`config.mk`:
```
export PLATFORM = sky130hd
export DESIGN_NAME = poly_mult_fold_reduce_flat
export DESIGN_NICKNAME = d
export VERILOG_FILES = /design/src/rtl/poly_mult_fold_reduce_if.sv /design/src/rtl/poly_mult_fold_reduce.sv /design/src/flat_wrapper.sv
export SDC_FILE = /design/constraint.sdc
export NUM_CORES = 1
export LEC_CHECK = 0
export ABC_AREA = 1
export CORE_ASPECT_RATIO = 1.5
export CORE_MARGIN = 2
export CORE_UTILIZATION = 58
export CTS_BUF_LIST = sky130_fd_sc_hd__clkbuf_8
export DETAILED_ROUTE_END_ITERATION = 8
export PLACE_DENSITY = 0.83
export SYNTH_ARGS = -nofsm -noshare
export SYNTH_HDL_FRONTEND = slang
export SYNTH_SLANG_ARGS = --single-unit
```
`constraint.sdc`:
```
create_clock -name clk -period 7.3 [get_ports clk]
set_input_delay 1.095 -clock clk [delete_from_list [all_inputs] [get_ports clk]]
set_output_delay 1.095 -clock clk [all_outputs]
set_load 0.01 [all_outputs]
```
`src/rtl/poly_mult_fold_reduce_if.sv`:
```
// poly_mult_fold_reduce_if: valid/ready stream carrying one reduced
// coefficient per transfer, with its index and a last-coefficient flag.
interface poly_mult_fold_reduce_if #(
    parameter int N     = 4,
    parameter int IDX_W = 2
);
    logic             out_valid;
    logic             out_ready;
    logic [N-1:0]     out_coef;
    logic [IDX_W-1:0] out_idx;
    logic             out_last;

    // Producer side: the fold/reduce stage.
    modport master (
        output out_valid,
        output out_coef,
        output out_idx,
        output out_last,
        input  out_ready
    );

    // Consumer side.
    modport slave (
        input  out_valid,
        input  out_coef,
        input  out_idx,
        input  out_last,
        output out_ready
    );
endinterface

```
`src/rtl/poly_mult_fold_reduce.sv`:
```
// poly_mult_fold_reduce: captures the systolic array's 2D-1 product slots
// LAT cycles after start, folds them into D coefficients, reduces each
// modulo Q and streams them out in index order.
// Build option: define POLY_FOLD_NEGACYCLIC_EN to fold modulo x^D+1
// (r_k = slot_k - slot_{k+D}); leave it undefined to fold modulo x^D-1
// (r_k = slot_k + slot_{k+D}).
module poly_mult_fold_reduce #(
    parameter int D   = 4,
    parameter int N   = 4,
    parameter int Q   = 13,
    parameter int LAT = 4
) (
    input  logic                    clk,
    input  logic                    rst,
    input  logic                    start,
    input  logic [2*N*(2*D-1)-1:0]  p,
    output logic                    busy,
    poly_mult_fold_reduce_if.master out_bus
);
    localparam int SLOTS  = 2 * D - 1;
    localparam int IDX_W  = (D > 1) ? $clog2(D) : 1;
    localparam int SLOT_W = (SLOTS > 1) ? $clog2(SLOTS) : 1;
    localparam int CNT_W  = (LAT > 1) ? $clog2(LAT) : 1;
    localparam logic [2*N-1:0] Q_WIDE = (2 * N)'(Q);

    typedef enum logic [1:0] {
        S_IDLE,
        S_WAIT,
        S_FOLD,
        S_EMIT
    } state_t;

    state_t state, next_state;

    logic [CNT_W-1:0]  wait_cnt;
    logic [IDX_W-1:0]  fold_idx;
    logic [2*N-1:0]    cap [SLOTS];
    logic [N-1:0]      res [D];

    logic              wait_done;
    logic              fold_last;
    logic              xfer;
    logic              last_xfer;
    logic [SLOT_W-1:0] lo_sel;
    logic [SLOT_W-1:0] hi_sel;
    logic [N-1:0]      a_mod;
    logic [N-1:0]      b_mod;
    logic [N-1:0]      r_val;

    // Unsigned 2N-bit slot reduced modulo Q; the result always fits in N bits.
    function automatic logic [N-1:0] mod_q(input logic [2*N-1:0] v);
        return N'(v % Q_WIDE);
    endfunction

    assign wait_done = (state == S_WAIT) && (wait_cnt == CNT_W'(LAT - 1));
    assign fold_last = (state == S_FOLD) && (fold_idx == IDX_W'(D - 1));
    assign xfer      = out_bus.out_valid && out_bus.out_ready;
    assign last_xfer = xfer && out_bus.out_last;

    // Fold datapath: reduce slot k and slot k+D, then combine them mod Q.
    // NOTE: every variable in an always_comb gets a value before any branch,
    // otherwise a path that leaves it unassigned infers a latch.
    always_comb begin
        lo_sel = SLOT_W'(fold_idx);
        hi_sel = '0;
        b_mod  = '0;
        a_mod  = mod_q(cap[lo_sel]);
        // Coefficient D-1 has no partner slot 2D-1.
        if (fold_idx != IDX_W'(D - 1)) begin
            hi_sel = lo_sel + SLOT_W'(D);
            b_mod  = mod_q(cap[hi_sel]);
        end
`ifdef POLY_FOLD_NEGACYCLIC_EN
        // a - b + Q stays in 0..Q-1, so wrapping in N bits is harmless.
        if (a_mod >= b_mod) r_val = a_mod - b_mod;
        else                r_val = a_mod + N'(Q) - b_mod;
`else
        begin
            logic [N:0] sum;
            sum = {1'b0, a_mod} + {1'b0, b_mod};
            if (sum >= (N + 1)'(Q)) r_val = N'(sum - (N + 1)'(Q));
            else                    r_val = N'(sum);
        end
`endif
    end

    // Next-state logic; start is only honoured in IDLE and never queued.
    always_comb begin
        next_state = state;
        case (state)
            S_IDLE:  if (start)     next_state = S_WAIT;
            S_WAIT:  if (wait_done) next_state = S_FOLD;
            S_FOLD:  if (fold_last) next_state = S_EMIT;
            S_EMIT:  if (last_xfer) next_state = S_IDLE;
            default:                next_state = S_IDLE;
        endcase
    end

    // State register; busy is registered from the upcoming state.
    // NOTE: sequential state uses <= so every flop samples pre-edge values,
    // independent of the order of statements or blocks.
    always_ff @(posedge clk or negedge rst) begin
        if (!rst) begin
            state <= S_IDLE;
            busy  <= 1'b0;
        end else begin
            state <= next_state;
            busy  <= (next_state != S_IDLE);
        end
    end

    // Counters, capture bank, result buffer and registered stream outputs.
    // NOTE: the capture bank and result buffer are reset explicitly so a
    // reset mid-operation leaves no stale coefficients behind.
    always_ff @(posedge clk or negedge rst) begin
        if (!rst) begin
            wait_cnt          <= '0;
            fold_idx          <= '0;
            out_bus.out_valid <= 1'b0;
            out_bus.out_coef  <= '0;
            out_bus.out_idx   <= '0;
            out_bus.out_last  <= 1'b0;
            for (int s = 0; s < SLOTS; s++) cap[s] <= '0;
            for (int k = 0; k < D; k++)     res[k] <= '0;
        end else begin
            case (state)
                S_IDLE: begin
                    wait_cnt <= '0;
                    fold_idx <= '0;
                end
                S_WAIT: begin
                    wait_cnt <= wait_cnt + CNT_W'(1);
                    if (wait_done) begin
                        for (int s = 0; s < SLOTS; s++) cap[s] <= p[2*N*s +: 2*N];
                        fold_idx <= '0;
                    end
                end
                S_FOLD: begin
                    res[fold_idx] <= r_val;
                    if (fold_last) begin
                        fold_idx          <= '0;
                        out_bus.out_valid <= 1'b1;
                        out_bus.out_idx   <= '0;
                        out_bus.out_last  <= (D == 1);
                        // With D == 1 the only coefficient is the one just folded.
                        out_bus.out_coef  <= (D == 1) ? r_val : res[0];
                    end else begin
                        fold_idx <= fold_idx + IDX_W'(1);
                    end
                end
                S_EMIT: begin
                    if (xfer) begin
                        if (out_bus.out_last) begin
                            out_bus.out_valid <= 1'b0;
                            out_bus.out_last  <= 1'b0;
                            out_bus.out_idx   <= '0;
                        end else begin
                            out_bus.out_idx  <= out_bus.out_idx + IDX_W'(1);
                            out_bus.out_coef <= res[out_bus.out_idx + IDX_W'(1)];
                            out_bus.out_last <= (out_bus.out_idx + IDX_W'(1) == IDX_W'(D - 1));
                        end
                    end
                end
                default: ;
            endcase
        end
    end
endmodule
```
`src/flat_wrapper.sv`:
```
// flat-port wrapper written by rule: the top's interface ports become plain ports
module poly_mult_fold_reduce_flat 
#(
    parameter int D   = 4,
    parameter int N   = 4,
    parameter int Q   = 13,
    parameter int LAT = 4
)
  (clk, rst, start, p, busy, out_bus_out_valid, out_bus_out_coef, out_bus_out_idx, out_bus_out_last, out_bus_out_ready);
  poly_mult_fold_reduce_if #(.N(N)) out_bus_i ();
  input  logic clk;
  input  logic rst;
  input  logic start;
  input  logic [2*N*(2*D-1)-1:0] p;
  output logic busy;
  output wire logic [$bits(out_bus_i.out_valid)-1:0] out_bus_out_valid;
  output wire logic [$bits(out_bus_i.out_coef)-1:0] out_bus_out_coef;
  output wire logic [$bits(out_bus_i.out_idx)-1:0] out_bus_out_idx;
  output wire logic [$bits(out_bus_i.out_last)-1:0] out_bus_out_last;
  input wire logic [$bits(out_bus_i.out_ready)-1:0] out_bus_out_ready;
  assign out_bus_out_valid = out_bus_i.out_valid;
  assign out_bus_out_coef = out_bus_i.out_coef;
  assign out_bus_out_idx = out_bus_i.out_idx;
  assign out_bus_out_last = out_bus_i.out_last;
  assign out_bus_i.out_ready = out_bus_out_ready;
  poly_mult_fold_reduce #(.D(D), .N(N), .Q(Q), .LAT(LAT)) u_core (.clk(clk), .rst(rst), .start(start), .p(p), .busy(busy), .out_bus(out_bus_i));
endmodule
```
==> metrics.txt <==
outcome=completed; synthesized area=5470 um^2; Die ar.=10200 um^2; Die Ht=123 um; simple logic cell fraction of the synthesized area=25.7%; Min-Delay Path Class=reg2reg; CP Class=reg2reg; XOR/XNOR Fraction of Synth Area=1.44%; clock slew at reported path FFs=0.08 ns; fin crit share=91.0%; Arrival @ worst endpoint=6.95 ns; mux contribution to synthesized area=10.6%; Post-synth EDFFs=0; vias=4619; Worst EP required=7.60 ns; Adder-Cell Fraction of Synth Area=4.48%; # diodes=0; largest net degree at the start of global routing=88; worst setup path start=u_core.fold_idx[0]$_DFFE_PN0P_; Warnings, synthesis=0; Starting Density=59.4%; worst skew pair latency=0.36 ns; Netlist cell types=47; ys flop type=dfrtp_1; unrepaired setup endpoints after global routing=no; crit path max-delay cell type=dfrtp_1; gpl congestion=0.913; CTS buffer count=9; Tot GR Track Use=23.8%; CTS max path bufs=2; PortBufs=68; Post-Syn Area per Cell=8.38 um^2; final setup violation count=0; Synth Instances=653; share of layout cells above drive strength 1=20.1%; root buffer cell=clkbuf_8; maxcap violations=0; vias in the first global route=4715; DRC errors left=0; compound-cell area share of the yosys netlist=10.2%; initial antenna violation count=0; Clock H-tree levels=3; fmax=151 MHz; Slew HR=29.0%; DP HPWL=8780 um; main combinational cell family by area after synthesis=simple AND/OR/NAND/NOR gates; worst-margin pin slew=1.06 ns; Tmin final=6.64 ns; global-route wire length before repair=19900 um; Final Slew Violations=0; Ports=69; gr ovfl total=0; Synthesized Nets=732; DR vias/cell=5.54; setup_tns=0 ns; fraction of registers with async set/reset=100%; detailed-route wire length=11700 um; core region area=9200 um^2; CP most frequent cell=nand2_1; Die X=83.3 um; Post-CTS Setup Bufs=0; Hold Buf Count CTS=0; post-synthesis sequential area ratio=39.8%; final hold vios=0; synthesized flop and latch total=87; CP max stage delay=0.75 ns; CTS tree=built; Nets=797; RR Startpoint=u_core.fold_idx[0]$_DFFE_PN0P_; Post-Route Skew=0.00761 ns; DRT iter0 DRCs=215; site row count=43; Final ANT Viol Nets=0; Avg WL per Cell=14.0 um; DRT Pass-1 Iters=4; Syn-to-layout area delta=17.2%; crit end category=flip-flop; worst-path fanout max=29; Hold Crit Start=u_core.res[2]$_DFFE_PN0P_; Setup crit start kind=flip-flop; clock sink count=87
==> stage by stage <==
step                      std cells  setup WS, ns  util (%)  instance area, um^2  hold slack, ns
after floorplan                 653          1.75         -                 5470           0.444
after global placement          819          1.21      67.4                 6200           0.462
after detailed placement        819         0.719      67.4                 6200           0.466
after CTS                       834         0.679      69.7                 6410           0.488
after global routing            834        0.0613      69.7                 6410           0.512
final                           834         0.655      69.7                 6410           0.487
==> routing by layer <==
| layer | up-vias | track usage [%] | wire length [um] |
|---|---|---|---|
| met2 | 122 | 44.3 | 6190 |
| met3 | 35 | 3.94 | 424 |
| li1 | 2271 | - | - |
| met5 | - | 0 | 0 |
| met4 | 0 | 11.3 | 351 |
| met1 | 2191 | 26.4 | 4740 |
==> critical path: cells and delay by family, from the launching register on <==
| kind | cells | cell delay [ns] |
|---|---|---|
| fa+ha+maj | 4 | 0.96 |
| flops | 1 | 0.75 |
| compound gates | 6 | 0.98 |
| xor+xnor | 2 | 0.45 |
| simple gates | 22 | 2.73 |
| buf+inv | 8 | 0.70 |
==> registers in the layout, summed over array words and instances (netlist names), 2 cells and up <==
| register | cells |
|---|---|
| u_core.cap | 56 |
| u_core.res | 16 |
| u_core.out_bus.out_coef | 4 |
| u_core.fold_idx | 2 |
| u_core.out_bus.out_idx | 2 |
| u_core.state | 2 |
| u_core.wait_cnt | 2 |
==> final cells by class <==
| class | count | area [um^2] |
|---|---|---|
| inverter | 83 | 317 |
| multi-input combinational | 467 | 2870 |
| timing repair buffer | 70 | 693 |
| clock buffer | 10 | 138 |
| fill | 706 | 2790 |
| clock inverter | 5 | 73.8 |
| tap | 112 | 140 |
| sequential | 87 | 2180 |
==> synth_stat cells (3+ instances only) <==
| library cell | instances | area, um^2 |
|---|---|---|
| mux2_2 | 49 | 552 |
| dfrtp_1 | 87 | 2180 |
| clkbuf_1 | 8 | 30.0 |
| nor2_2 | 4 | 25.0 |
| o21ai_0 | 29 | 145 |
| nand3b_1 | 3 | 22.5 |
| nand3_1 | 46 | 230 |
| ha_1 | 18 | 225 |
| o21ai_1 | 7 | 35.0 |
| xor2_1 | 8 | 70.1 |
| a21oi_1 | 22 | 110 |
| buf_6 | 5 | 56.3 |
| inv_2 | 18 | 67.6 |
| mux2i_1 | 3 | 30.0 |
| inv_1 | 63 | 236 |
| nand3_2 | 6 | 60.1 |
| nand2_1 | 153 | 574 |
| nand2_2 | 28 | 175 |
| a32oi_1 | 6 | 52.6 |
| or2_2 | 7 | 43.8 |
| nand4_1 | 6 | 37.5 |
| nor2_1 | 38 | 143 |
| o221ai_1 | 3 | 26.3 |
| o211ai_1 | 6 | 45.0 |
==> cells in the final DEF (no fill, tap or decap), types with 3 or more instances in the layout <==
| master | count |
|---|---|
| nand3b_1 | 3 |
| dfrtp_1 | 87 |
| nor2_1 | 38 |
| buf_4 | 3 |
| mux2i_1 | 3 |
| o221ai_1 | 3 |
| o21ai_1 | 8 |
| xor2_1 | 8 |
| a32oi_1 | 6 |
| nand2_1 | 152 |
| inv_1 | 64 |
| o211ai_1 | 6 |
| nand3_2 | 6 |
| mux2_2 | 49 |
| nor2_2 | 4 |
| a21oi_1 | 22 |
| ha_1 | 18 |
| clkbuf_8 | 10 |
| inv_2 | 18 |
| clkdlybuf4s50_1 | 67 |
| o21ai_0 | 28 |
| or2_2 | 7 |
| nand4_1 | 6 |
| nand2_2 | 29 |
| nand3_1 | 46 |
==> final timing paths <==
path,slack [ns],cells past startpoint,endpoint
max in group asynchronous,5.70,1,u_core.cap[29]$_DFFE_PN0P_
max reg2reg,0.66,42,u_core.res[2]$_DFFE_PN0P_
max,0.66,42,u_core.res[2]$_DFFE_PN0P_
min,0.49,2,u_core.res[2]$_DFFE_PN0P_
min in group asynchronous,0.93,1,u_core.busy$_DFF_PN0_
min reg2reg,0.49,2,u_core.res[2]$_DFFE_PN0P_
==> logic make-up (layout without fill, tap and decap cells) <==
group,count (synthesis),after routing
flip-flops,87,87
multiplexers,52,52
AND/OR/NAND/NOR,301,301
AO/OA/AOI/OAI,86,86
XOR/XNOR,9,9
buffers and inverters,99,168
adder cells (fa/ha/maj),19,19
==> what timing repair did <==
item,in CTS,in global routing
resized for setup,0,1
setup endpoints to repair,0,7
hold endpoints to repair,0,0
Power is not shown: default switching activity piles up to over one toggle a cycle in this logic, so the estimate is an artifact.
